File: config.mk
export PLATFORM = sky130hd
export DESIGN_NAME = rom_fetch_arbiter_flat
export DESIGN_NICKNAME = d
export VERILOG_FILES = /design/src/rtl/rom_fetch_arbiter_pkg.sv /design/src/rtl/rom_fetch_arbiter_if.sv /design/src/rtl/rom_fetch_arbiter.sv /design/src/flat_wrapper.sv
export SDC_FILE = /design/constraint.sdc
export NUM_CORES = 1
export LEC_CHECK = 0
export CAP_MARGIN = 20
export CORE_MARGIN = 3
export CORE_UTILIZATION = 33
export DETAILED_ROUTE_END_ITERATION = 16
export GPL_TIMING_DRIVEN = 0
export PLACE_DENSITY_LB_ADDON = 0.1
export SETUP_SLACK_MARGIN = 0.02
export SLEW_MARGIN = 30
export SYNTH_ARGS = -nofsm -noshare
export SYNTH_HDL_FRONTEND = slang
export SYNTH_SLANG_ARGS = --single-unit
File: constraint.sdc
create_clock -name clock -period 1.7 [get_ports clock]
set_input_delay 0.255 -clock clock [delete_from_list [all_inputs] [get_ports clock]]
set_output_delay 0.255 -clock clock [all_outputs]
set_load 0.02 [all_outputs]
File: src/rtl/rom_fetch_arbiter_pkg.sv
// Shared types for the instruction-ROM fetch arbiter: FSM states, access owner, ROM read latency.
package rom_arb_pkg;

   typedef enum logic [1:0] {
      IDLE  = 2'd0,
      ISSUE = 2'd1,
      WAIT  = 2'd2,
      RESP  = 2'd3
   } state_e;

   typedef enum logic {
      OWN_IF  = 1'b0,
      OWN_DBG = 1'b1
   } owner_e;

   // Block-RAM read data appears this many cycles after rom_en.
   localparam int ROM_LAT = 1;

endpackage

File: src/rtl/rom_fetch_arbiter_if.sv
// Request/response and ROM-side signals of the fetch arbiter; slave = arbiter, master = requesters + ROM.
interface rom_fetch_arbiter_if #(
   parameter int ADDR_W = 17,
   parameter int DATA_W = 32
);
   logic              if_req;
   logic [ADDR_W-1:0] if_addr;
   logic              if_gnt;
   logic              if_rvalid;
   logic              if_err;
   logic [DATA_W-1:0] if_rdata;

   logic              dbg_req;
   logic [ADDR_W-1:0] dbg_addr;
   logic              dbg_gnt;
   logic              dbg_rvalid;
   logic              dbg_err;
   logic [DATA_W-1:0] dbg_rdata;

   logic              rom_en;
   logic [ADDR_W-3:0] rom_addr;
   logic [DATA_W-1:0] rom_data;

   modport slave (
      input  if_req, if_addr, dbg_req, dbg_addr, rom_data,
      output if_gnt, if_rvalid, if_err, if_rdata,
      output dbg_gnt, dbg_rvalid, dbg_err, dbg_rdata,
      output rom_en, rom_addr
   );

   modport master (
      output if_req, if_addr, dbg_req, dbg_addr, rom_data,
      input  if_gnt, if_rvalid, if_err, if_rdata,
      input  dbg_gnt, dbg_rvalid, dbg_err, dbg_rdata,
      input  rom_en, rom_addr
   );
endinterface

File: src/rtl/rom_fetch_arbiter.sv
// Single-ported ROM arbiter: grant+rom_en in cycle N, rvalid in N+2, one access per 3 cycles; requests wait until granted.
// DBG port and its starvation counter exist only when ROM_ARB_DEBUG_EN is defined; otherwise DBG outputs are tied 0.
module rom_fetch_arbiter
   import rom_arb_pkg::*;
#(
   parameter int ADDR_W   = 17,
   parameter int DATA_W   = 32,
   parameter int MAX_WAIT = 4
) (
   input logic                clock,
   input logic                reset_n,
   rom_fetch_arbiter_if.slave bus
);

   state_e            state_q, state_d;
   owner_e            owner_q;
   logic              err_q;
   logic [DATA_W-1:0] if_rdata_q;
   logic [DATA_W-1:0] cap_word;

   logic              issue;
   logic              any_req;
   logic              dbg_win;
   logic              if_gnt_w;
   logic              dbg_gnt_w;
   logic [ADDR_W-1:0] win_addr;
   logic              misaligned;

   assign issue = (state_q == ISSUE);

`ifdef ROM_ARB_DEBUG_EN
   logic [3:0]        dbg_wait_q;
   logic [DATA_W-1:0] dbg_rdata_q;

   assign any_req = bus.if_req | bus.dbg_req;
   assign dbg_win = bus.dbg_req & (~bus.if_req | (dbg_wait_q == 4'(MAX_WAIT)));

   // Counts IF grants that jumped a pending DBG request; saturation forces a DBG win.
   always_ff @(posedge clock or negedge reset_n) begin
      if (!reset_n) begin
         dbg_wait_q <= '0;
      end else if (!bus.dbg_req || dbg_gnt_w) begin
         dbg_wait_q <= '0;
      end else if (if_gnt_w && (dbg_wait_q != 4'(MAX_WAIT))) begin
         dbg_wait_q <= dbg_wait_q + 4'd1;
      end
   end

   always_ff @(posedge clock or negedge reset_n) begin
      if (!reset_n) begin
         dbg_rdata_q <= '0;
      end else if ((state_q == WAIT) && (owner_q == OWN_DBG)) begin
         dbg_rdata_q <= cap_word;
      end
   end

   assign dbg_gnt_w      = issue & dbg_win;
   assign bus.dbg_gnt    = dbg_gnt_w;
   assign bus.dbg_rvalid = (state_q == RESP) && (owner_q == OWN_DBG);
   assign bus.dbg_err    = bus.dbg_rvalid & err_q;
   assign bus.dbg_rdata  = dbg_rdata_q;
`else
   logic unused_dbg;

   assign any_req        = bus.if_req;
   assign dbg_win        = 1'b0;
   assign dbg_gnt_w      = 1'b0;
   assign unused_dbg     = ^{bus.dbg_req, bus.dbg_addr};
   assign bus.dbg_gnt    = 1'b0;
   assign bus.dbg_rvalid = 1'b0;
   assign bus.dbg_err    = 1'b0;
   assign bus.dbg_rdata  = '0;
`endif

   assign win_addr   = dbg_win ? bus.dbg_addr : bus.if_addr;
   assign misaligned = |win_addr[1:0];
   assign if_gnt_w   = issue & bus.if_req & ~dbg_win;

   // Misaligned accesses are granted but never touch the ROM.
   assign bus.if_gnt   = if_gnt_w;
   assign bus.rom_en   = (if_gnt_w | dbg_gnt_w) & ~misaligned;
   assign bus.rom_addr = bus.rom_en ? win_addr[ADDR_W-1:2] : '0;

   always_comb begin
      state_d = state_q;
      case (state_q)
         IDLE:    state_d = any_req ? ISSUE : IDLE;
         ISSUE:   state_d = WAIT;
         WAIT:    state_d = RESP;
         RESP:    state_d = any_req ? ISSUE : IDLE;
         default: state_d = IDLE;
      endcase
   end

   always_ff @(posedge clock or negedge reset_n) begin
      if (!reset_n) begin
         state_q <= IDLE;
         owner_q <= OWN_IF;
         err_q   <= 1'b0;
      end else begin
         state_q <= state_d;
         if (issue) begin
            owner_q <= dbg_win ? OWN_DBG : OWN_IF;
            err_q   <= misaligned;
         end
      end
   end

   assign cap_word = err_q ? '0 : bus.rom_data;

   always_ff @(posedge clock or negedge reset_n) begin
      if (!reset_n) begin
         if_rdata_q <= '0;
      end else if ((state_q == WAIT) && (owner_q == OWN_IF)) begin
         if_rdata_q <= cap_word;
      end
   end

   assign bus.if_rvalid = (state_q == RESP) && (owner_q == OWN_IF);
   assign bus.if_err    = bus.if_rvalid & err_q;
   assign bus.if_rdata  = if_rdata_q;

endmodule

File: src/flat_wrapper.sv
// flat-port wrapper written by rule: the top's interface ports become plain ports
module rom_fetch_arbiter_flat import rom_arb_pkg::*;
#(
   parameter int ADDR_W   = 17,
   parameter int DATA_W   = 32,
   parameter int MAX_WAIT = 4
)
  (clock, reset_n, bus_if_req, bus_if_addr, bus_dbg_req, bus_dbg_addr, bus_rom_data, bus_if_gnt, bus_if_rvalid, bus_if_err, bus_if_rdata, bus_dbg_gnt, bus_dbg_rvalid, bus_dbg_err, bus_dbg_rdata, bus_rom_en, bus_rom_addr);
  rom_fetch_arbiter_if #(.ADDR_W(ADDR_W), .DATA_W(DATA_W)) bus_i ();
  input logic clock;
  input logic reset_n;
  input wire logic [$bits(bus_i.if_req)-1:0] bus_if_req;
  input wire logic [$bits(bus_i.if_addr)-1:0] bus_if_addr;
  input wire logic [$bits(bus_i.dbg_req)-1:0] bus_dbg_req;
  input wire logic [$bits(bus_i.dbg_addr)-1:0] bus_dbg_addr;
  input wire logic [$bits(bus_i.rom_data)-1:0] bus_rom_data;
  output wire logic [$bits(bus_i.if_gnt)-1:0] bus_if_gnt;
  output wire logic [$bits(bus_i.if_rvalid)-1:0] bus_if_rvalid;
  output wire logic [$bits(bus_i.if_err)-1:0] bus_if_err;
  output wire logic [$bits(bus_i.if_rdata)-1:0] bus_if_rdata;
  output wire logic [$bits(bus_i.dbg_gnt)-1:0] bus_dbg_gnt;
  output wire logic [$bits(bus_i.dbg_rvalid)-1:0] bus_dbg_rvalid;
  output wire logic [$bits(bus_i.dbg_err)-1:0] bus_dbg_err;
  output wire logic [$bits(bus_i.dbg_rdata)-1:0] bus_dbg_rdata;
  output wire logic [$bits(bus_i.rom_en)-1:0] bus_rom_en;
  output wire logic [$bits(bus_i.rom_addr)-1:0] bus_rom_addr;
  assign bus_i.if_req = bus_if_req;
  assign bus_i.if_addr = bus_if_addr;
  assign bus_i.dbg_req = bus_dbg_req;
  assign bus_i.dbg_addr = bus_dbg_addr;
  assign bus_i.rom_data = bus_rom_data;
  assign bus_if_gnt = bus_i.if_gnt;
  assign bus_if_rvalid = bus_i.if_rvalid;
  assign bus_if_err = bus_i.if_err;
  assign bus_if_rdata = bus_i.if_rdata;
  assign bus_dbg_gnt = bus_i.dbg_gnt;
  assign bus_dbg_rvalid = bus_i.dbg_rvalid;
  assign bus_dbg_err = bus_i.dbg_err;
  assign bus_dbg_rdata = bus_i.dbg_rdata;
  assign bus_rom_en = bus_i.rom_en;
  assign bus_rom_addr = bus_i.rom_addr;
  rom_fetch_arbiter #(.ADDR_W(ADDR_W), .DATA_W(DATA_W), .MAX_WAIT(MAX_WAIT)) u_core (.clock(clock), .reset_n(reset_n), .bus(bus_i));
endmodule
# After elaboration in Yosys (flattened, before gate mapping)
# Index checks and enable logic that the tools add are counted.
word_totals:
  reg_bits: 35
  inputBits: 70
  wordCells: 17
classes:
  n_reduce_logical: 3
  n_bitwise: 4
  n_eq_ne: 3
  mux: 4
op_table:
  columns: ["operator", "count"]
  rows:
  - ["$mux W32", 1]
  - ["$mux W15", 1]
  - ["$pmux W2 S3", 1]
  - ["$eq A2 B2 Y1 const B", 2]
  - ["$reduce_or A2 Y1", 2]
  - ["$and A1 B1 Y1", 3]
  - ["$eq A2 B1 Y1 const B", 1]
  - ["$logic_not A2 Y1", 1]
  - ["$mux W1", 1]
  - ["$not A1 Y1", 1]

# Longest topological paths before layout
depth:
  ltp_word: 4
  depth_mapped: 6
  ltp_nobuf: 4

# Least setup slack after synthesis
# Ideal clock, no wire load.
synth_timing:
  path_type: "register to output"
  start: "reg u_core.state_q[1]"
  end: "out bus_rom_addr[10]"
  n_path_buf: 1
  arrival_time_ps: 1246
  stages_incl_launch_ff: 6
  path_slack_ps: 199
  cell_sequence: "dfrtp_1 -> inv_1 -> ha_1 -> and4bb_2 -> buf_6 -> and2_2"
synth_between:
  elab_chain_cells: 4
synth_lines:
  columns: ["element", "line_no", "rtl"]
  rows:
  - ["start, declared", "rom_fetch_arbiter.sv:15", "state_e state_q, state_d;"]
  - ["start signal, assigned", "rom_fetch_arbiter.sv:101", "state_q <= state_d;"]
  - ["$eq A2 B1 Y1", "rom_fetch_arbiter.sv:29", "assign issue = (state_q == ISSUE);"]
  - ["$and A1 B1 Y1", "rom_fetch_arbiter.sv:77", "assign if_gnt_w = issue & bus.if_req & ~dbg_win;"]
  - ["$and A1 B1 Y1", "rom_fetch_arbiter.sv:81", "assign bus.rom_en = (if_gnt_w | dbg_gnt_w) & ~misaligned;"]
  - ["named net bus_rom_en", "flat_wrapper.sv:25", "output wire logic [$bits(bus_i.rom_en)-1:0] bus_rom_en;"]
  - ["$mux W15", "rom_fetch_arbiter.sv:82", "assign bus.rom_addr = bus.rom_en ? win_addr[ADDR_W-1:2] : '0;"]
  - ["end, declared", "flat_wrapper.sv:26", "output wire logic [$bits(bus_i.rom_addr)-1:0] bus_rom_addr;"]
# The timed path passes the listed nets, and every way through them passes these cells.

# Final worst setup path
layout_timing:
  start: "reg u_core.state_q[1]"
  end: "out bus_rom_addr[12]"
layout_between:
  elab_chain_cells: 4
layout_lines:
  columns: ["element", "line_no"]
  rows:
  - ["$eq A2 B1 Y1", "rom_fetch_arbiter.sv:29"]
  - ["$and A1 B1 Y1", "rom_fetch_arbiter.sv:77"]
  - ["$and A1 B1 Y1", "rom_fetch_arbiter.sv:81"]
  - ["$mux W15", "rom_fetch_arbiter.sv:82"]
# Every way passes these cells.

==> impl_summary.md <==
Status
The run finished, with violations left. The checks that failed: setup timing.

Timing
The period utilization is 108%. The time the final worst path needs with I/O delays and setup is about 1.8 ns. The final max-slew violation count is 0. The number of failing setup endpoints in the final timing report is 16. Setup repair after global routing could not meet its margin everywhere. The least setup slack across all paths after layout is -0.130 ns. The final count of hold timing violations is 0. The final clock skew is 0.00241 ns.

Derived from the worst setup path, the maximum achievable clock frequency is 546 MHz.

Finish
The number of nets in the final layout is 434. Registers take 877 sq um. The multi-input combinational cells in the finished layout cover a total of 771 sq um. From synthesis to final layout, the design area changed by 75.8%.

The utilization after layout is 60.8%. The fraction of final layout cells sized beyond drive strength 1 is 26.9%. After filler insertion, the fill cell instance count of the layout stands at roughly 510. The number of antenna diodes in the final layout is 0.

Setup path
The length in cells of the worst reg-to-reg path is 7. The peak fanout along the critical path is 8. The largest single stage delay on the critical path is approximately 0.4 ns. The worst setup path is of the reg2out kind. For this design, the slowest cell found on the critical path is sky130_fd_sc_hd__dfrtp_1. The worst reg2reg path startpoint is u_core.state_q[1]$_DFF_PN0_.

The worst setup path is captured at an output pin. For the worst setup path, the data required time is roughly 1.4 ns. Data on the critical path arrives at its endpoint at ~1.6 ns.

In this run the critical register-to-register path is captured at u_core.bus.if_rdata[24]$_DFFE_PN0N_. The top cell family by delay on the critical path is simple AND/OR/NAND/NOR gates. The launching element type of the critical path is a flip-flop. The slack of the worst reg-to-reg path is around 0.12 ns. Together, buffers and inverters on the worst path number 3. The most numerous cell on the critical path is sky130_fd_sc_hd__buf_6.

Walking the worst path, the cells encountered are inv_2, ha_4, and4bb_4, buf_6, and2_4, buf_6.

Yosys
The number of instances in the synthesized netlist is 208. The mux cell area share after synthesis is 0%. The top cell type by area accounts for a little under half of the synthesized area.

The netlist uses 15 different library cells. The number of warnings printed during yosys synthesis is 0. The synthesized design spends more area on one cell type than any other, namely sky130_fd_sc_hd__dfrtp_1.

By area the synthesized netlist is led by sky130_fd_sc_hd__dfrtp_1, sky130_fd_sc_hd__buf_4, sky130_fd_sc_hd__nand3b_1. For this run, asynchronously set or reset flops after synthesis account for 100%. The most used flip-flop cell after synthesis is sky130_fd_sc_hd__dfrtp_1. The area of the mapped netlist is just under 0.002 sq mm. The synthesized netlist devotes under 10% of its cell area to compound gates.

The number of enable-type register cells in the synthesized netlist is 0. The sequential area share after synthesis is between 40% and 50%. The commonest cells after synthesis are sky130_fd_sc_hd__buf_4, sky130_fd_sc_hd__dfrtp_1, sky130_fd_sc_hd__inv_1. The simple-gate share of the synthesized area is a little over 20%. In this run the mean area of a mapped cell was approximately 9.3 sq um. The XOR/XNOR share of the synthesized area is 0%. The dominant combinational cell family by area after synthesis is buffers and inverters. The synthesized design contains 35 register bits. After Yosys synthesis, full adders, half adders and majority gates account for 2.58% of the synthesized area.

Floorplanning
The vertical die dimension is between 80 and 90 microns. The core footprint is roughly 0.0056 sq mm. ~160 I/O pins were placed. The initialized floorplan defines 27 standard-cell rows. The horizontal die dimension is about 83 microns. The die area is a little under 0.007 sq mm. The initial utilization of the core area, before any placement, comes to roughly 35%.

CTS
The maximum clock insertion buffer count is 2. Counting the buffers created by CTS gives 5. The root buffer selected by CTS is sky130_fd_sc_hd__clkbuf_8. The number of sinks on the clock net is 35. The TritonCTS clock tree is yes.

At the later pin of the worst-skew pair, clock insertion delay measures about 0.28 ns. The level count of the clock H-tree is 2. The clock-pin slew reported for the worst setup and hold paths after clock tree synthesis is 0.07 ns.

Power and ir drop
The power density normalized to cell area is around 1400 mW/mm^2. The internal power of the cells totals 2.85 mW. The total power after layout is approximately 4.8 mW. For this design the total switching power over the nets is approximately 2.0 mW. The fraction of power spent switching nets is between 40 and 50%. IR analysis of the VDD net gives a maximum drop of about 670 uV.

Combinational logic burns a little under three fifths of the power. The static leakage power is ~1.6 nW. In this run, the clock network consumes 11.9% of the power. The share of power burned in registers is between 30% and 40%.

Routing
The total via count in the routed design is 1743. The average wire per standard cell is about 12 microns. The first detailed-routing pass ran for 6 iterations. The number of DRC violations after detailed-routing iteration 0 is between 40 and 50. The detail route stage leaves a number of antenna-violating nets equal to 0. For this run, design rule violations remaining after detail routing come to 0. Summed over all layers, the routed wires come to between 5000 and 6000 microns. The routed via count divided by cell count is slightly above 4.

Placement
Routability-driven placement finished with a final weighted congestion of 0.678. In this run the tool buffered the top-level ports with between 100 and 150 buffer cells. Detailed placement ended at an HPWL of between 3000 and 4000 microns.

GRT
The number of global-route vias before repair came to approximately 1700. Entering global routing, the biggest net connects 22 pins. Global routing used between 10% and 20% of the available tracks across all layers. The number of antenna violations at the first check in global routing is 0.

The final global-route overflow total is 0. The global-route wire length before repair is a little over 8000 microns.

Run
The max capacitance violation total is 0.

Worst hold path
The worst hold path belongs to the class in2async.
-- placed cells by master (no fill, tap or decap), types with 5 or more instances in the layout --
cell type                          n
sky130_fd_sc_hd__clkbuf_8          5
sky130_fd_sc_hd__clkdlybuf4s50_1  82
sky130_fd_sc_hd__and2_4           10
sky130_fd_sc_hd__buf_4            41
sky130_fd_sc_hd__buf_2             5
sky130_fd_sc_hd__inv_1            34
sky130_fd_sc_hd__o21ai_0          31
sky130_fd_sc_hd__buf_6            19
sky130_fd_sc_hd__and2_2            6
sky130_fd_sc_hd__conb_1           35
sky130_fd_sc_hd__dfrtp_1          34
sky130_fd_sc_hd__nand3b_1         32
-- metrics by stage --
stage                     setup WS (ns)  hold WS [ns]  instance area [sq um]  cells  TNS [ns]
after detailed placement         -0.508         0.208                   3200    417     -7.30
after floorplan                   0.199       -0.0406                   2070    242         0
after global placement           -0.512         0.508                   3180    416    -23.65
after global routing             -0.207         0.497                   3410    433     -2.50
final                            -0.130         0.438                   3410    433     -1.39
after CTS                        -0.152         0.448                   3370    429     -1.70
-- sequential cells by signal, indices dropped and copies added (netlist names) --
signal	count
u_core.state_q	2
u_core.bus.if_rdata	32
u_core.err_q	1
-- layer usage --
metal / wire (microns) / vias up / global-route usage [%]
met1: 2200 / 764 / 19.4
met5: 0 / - / 0
met4: 56 / 0 / 3.92
met3: 664 / 5 / 7.38
met2: 2260 / 90 / 24.2
li1: - / 884 / -
-- kinds of logic (layout without fill, tap and decap cells) --
family | count (synthesis) | after routing
buffers and inverters | 81 | 200
AND/OR/NAND/NOR | 53 | 53
flip-flops | 35 | 35
AO/OA/AOI/OAI | 34 | 34
adder cells (fa/ha/maj) | 4 | 4
other | 1 | 35
-- area by class of cell --
type,count,area share (%)
flip-flops and latches,35,25.7
repair buffers,112,33.3
clock buffers,5,2.02
plain buffers,45,9.39
multi-input cells,126,22.6
inverters,35,3.85
clock inverters,3,0.440
well taps,72,2.64
-- worst max-delay path by stage --
stage                           startpoint  slack [ns]  cells past startpoint          endpoint
2_1_floorplan  u_core.state_q[1]$_DFF_PN0_        0.20                      5  bus_rom_addr[10]
3_3_place_gp                    bus_if_req       -0.51                      5  bus_rom_addr[10]
3_5_place_dp                    bus_if_req       -0.51                      5  bus_rom_addr[10]
4_1_cts        u_core.state_q[1]$_DFF_PN0_       -0.15                      6  bus_rom_addr[13]
5_1_grt        u_core.state_q[1]$_DFF_PN0_       -0.21                      6  bus_rom_addr[13]
6_report       u_core.state_q[1]$_DFF_PN0_       -0.13                      6  bus_rom_addr[12]
-- repair_timing --
action / in CTS / in global routing
hold buffers: 1 / 0
pin swaps: 12 / 0
gates resized for setup: 118 / 9
gates cloned: 1 / 0
hold endpoints to repair: 14 / 0
endpoints found under the setup margin: 19 / 29
buffers inserted: 3 / 4
-- power by group through the flow --
stage / clock [mW] / combinational, mW / sequential [mW]
after global placement: 0 / 2.62 / 1.50
after CTS: 0.601 / 2.71 / 1.52
after global routing: 0.648 / 2.99 / 1.57
after floorplan: 0 / 0.897 / 1.98
final: 0.577 / 2.75 / 1.51
after detailed placement: 0 / 2.63 / 1.51
No activity file was read; power rests on OpenSTA's default activity.
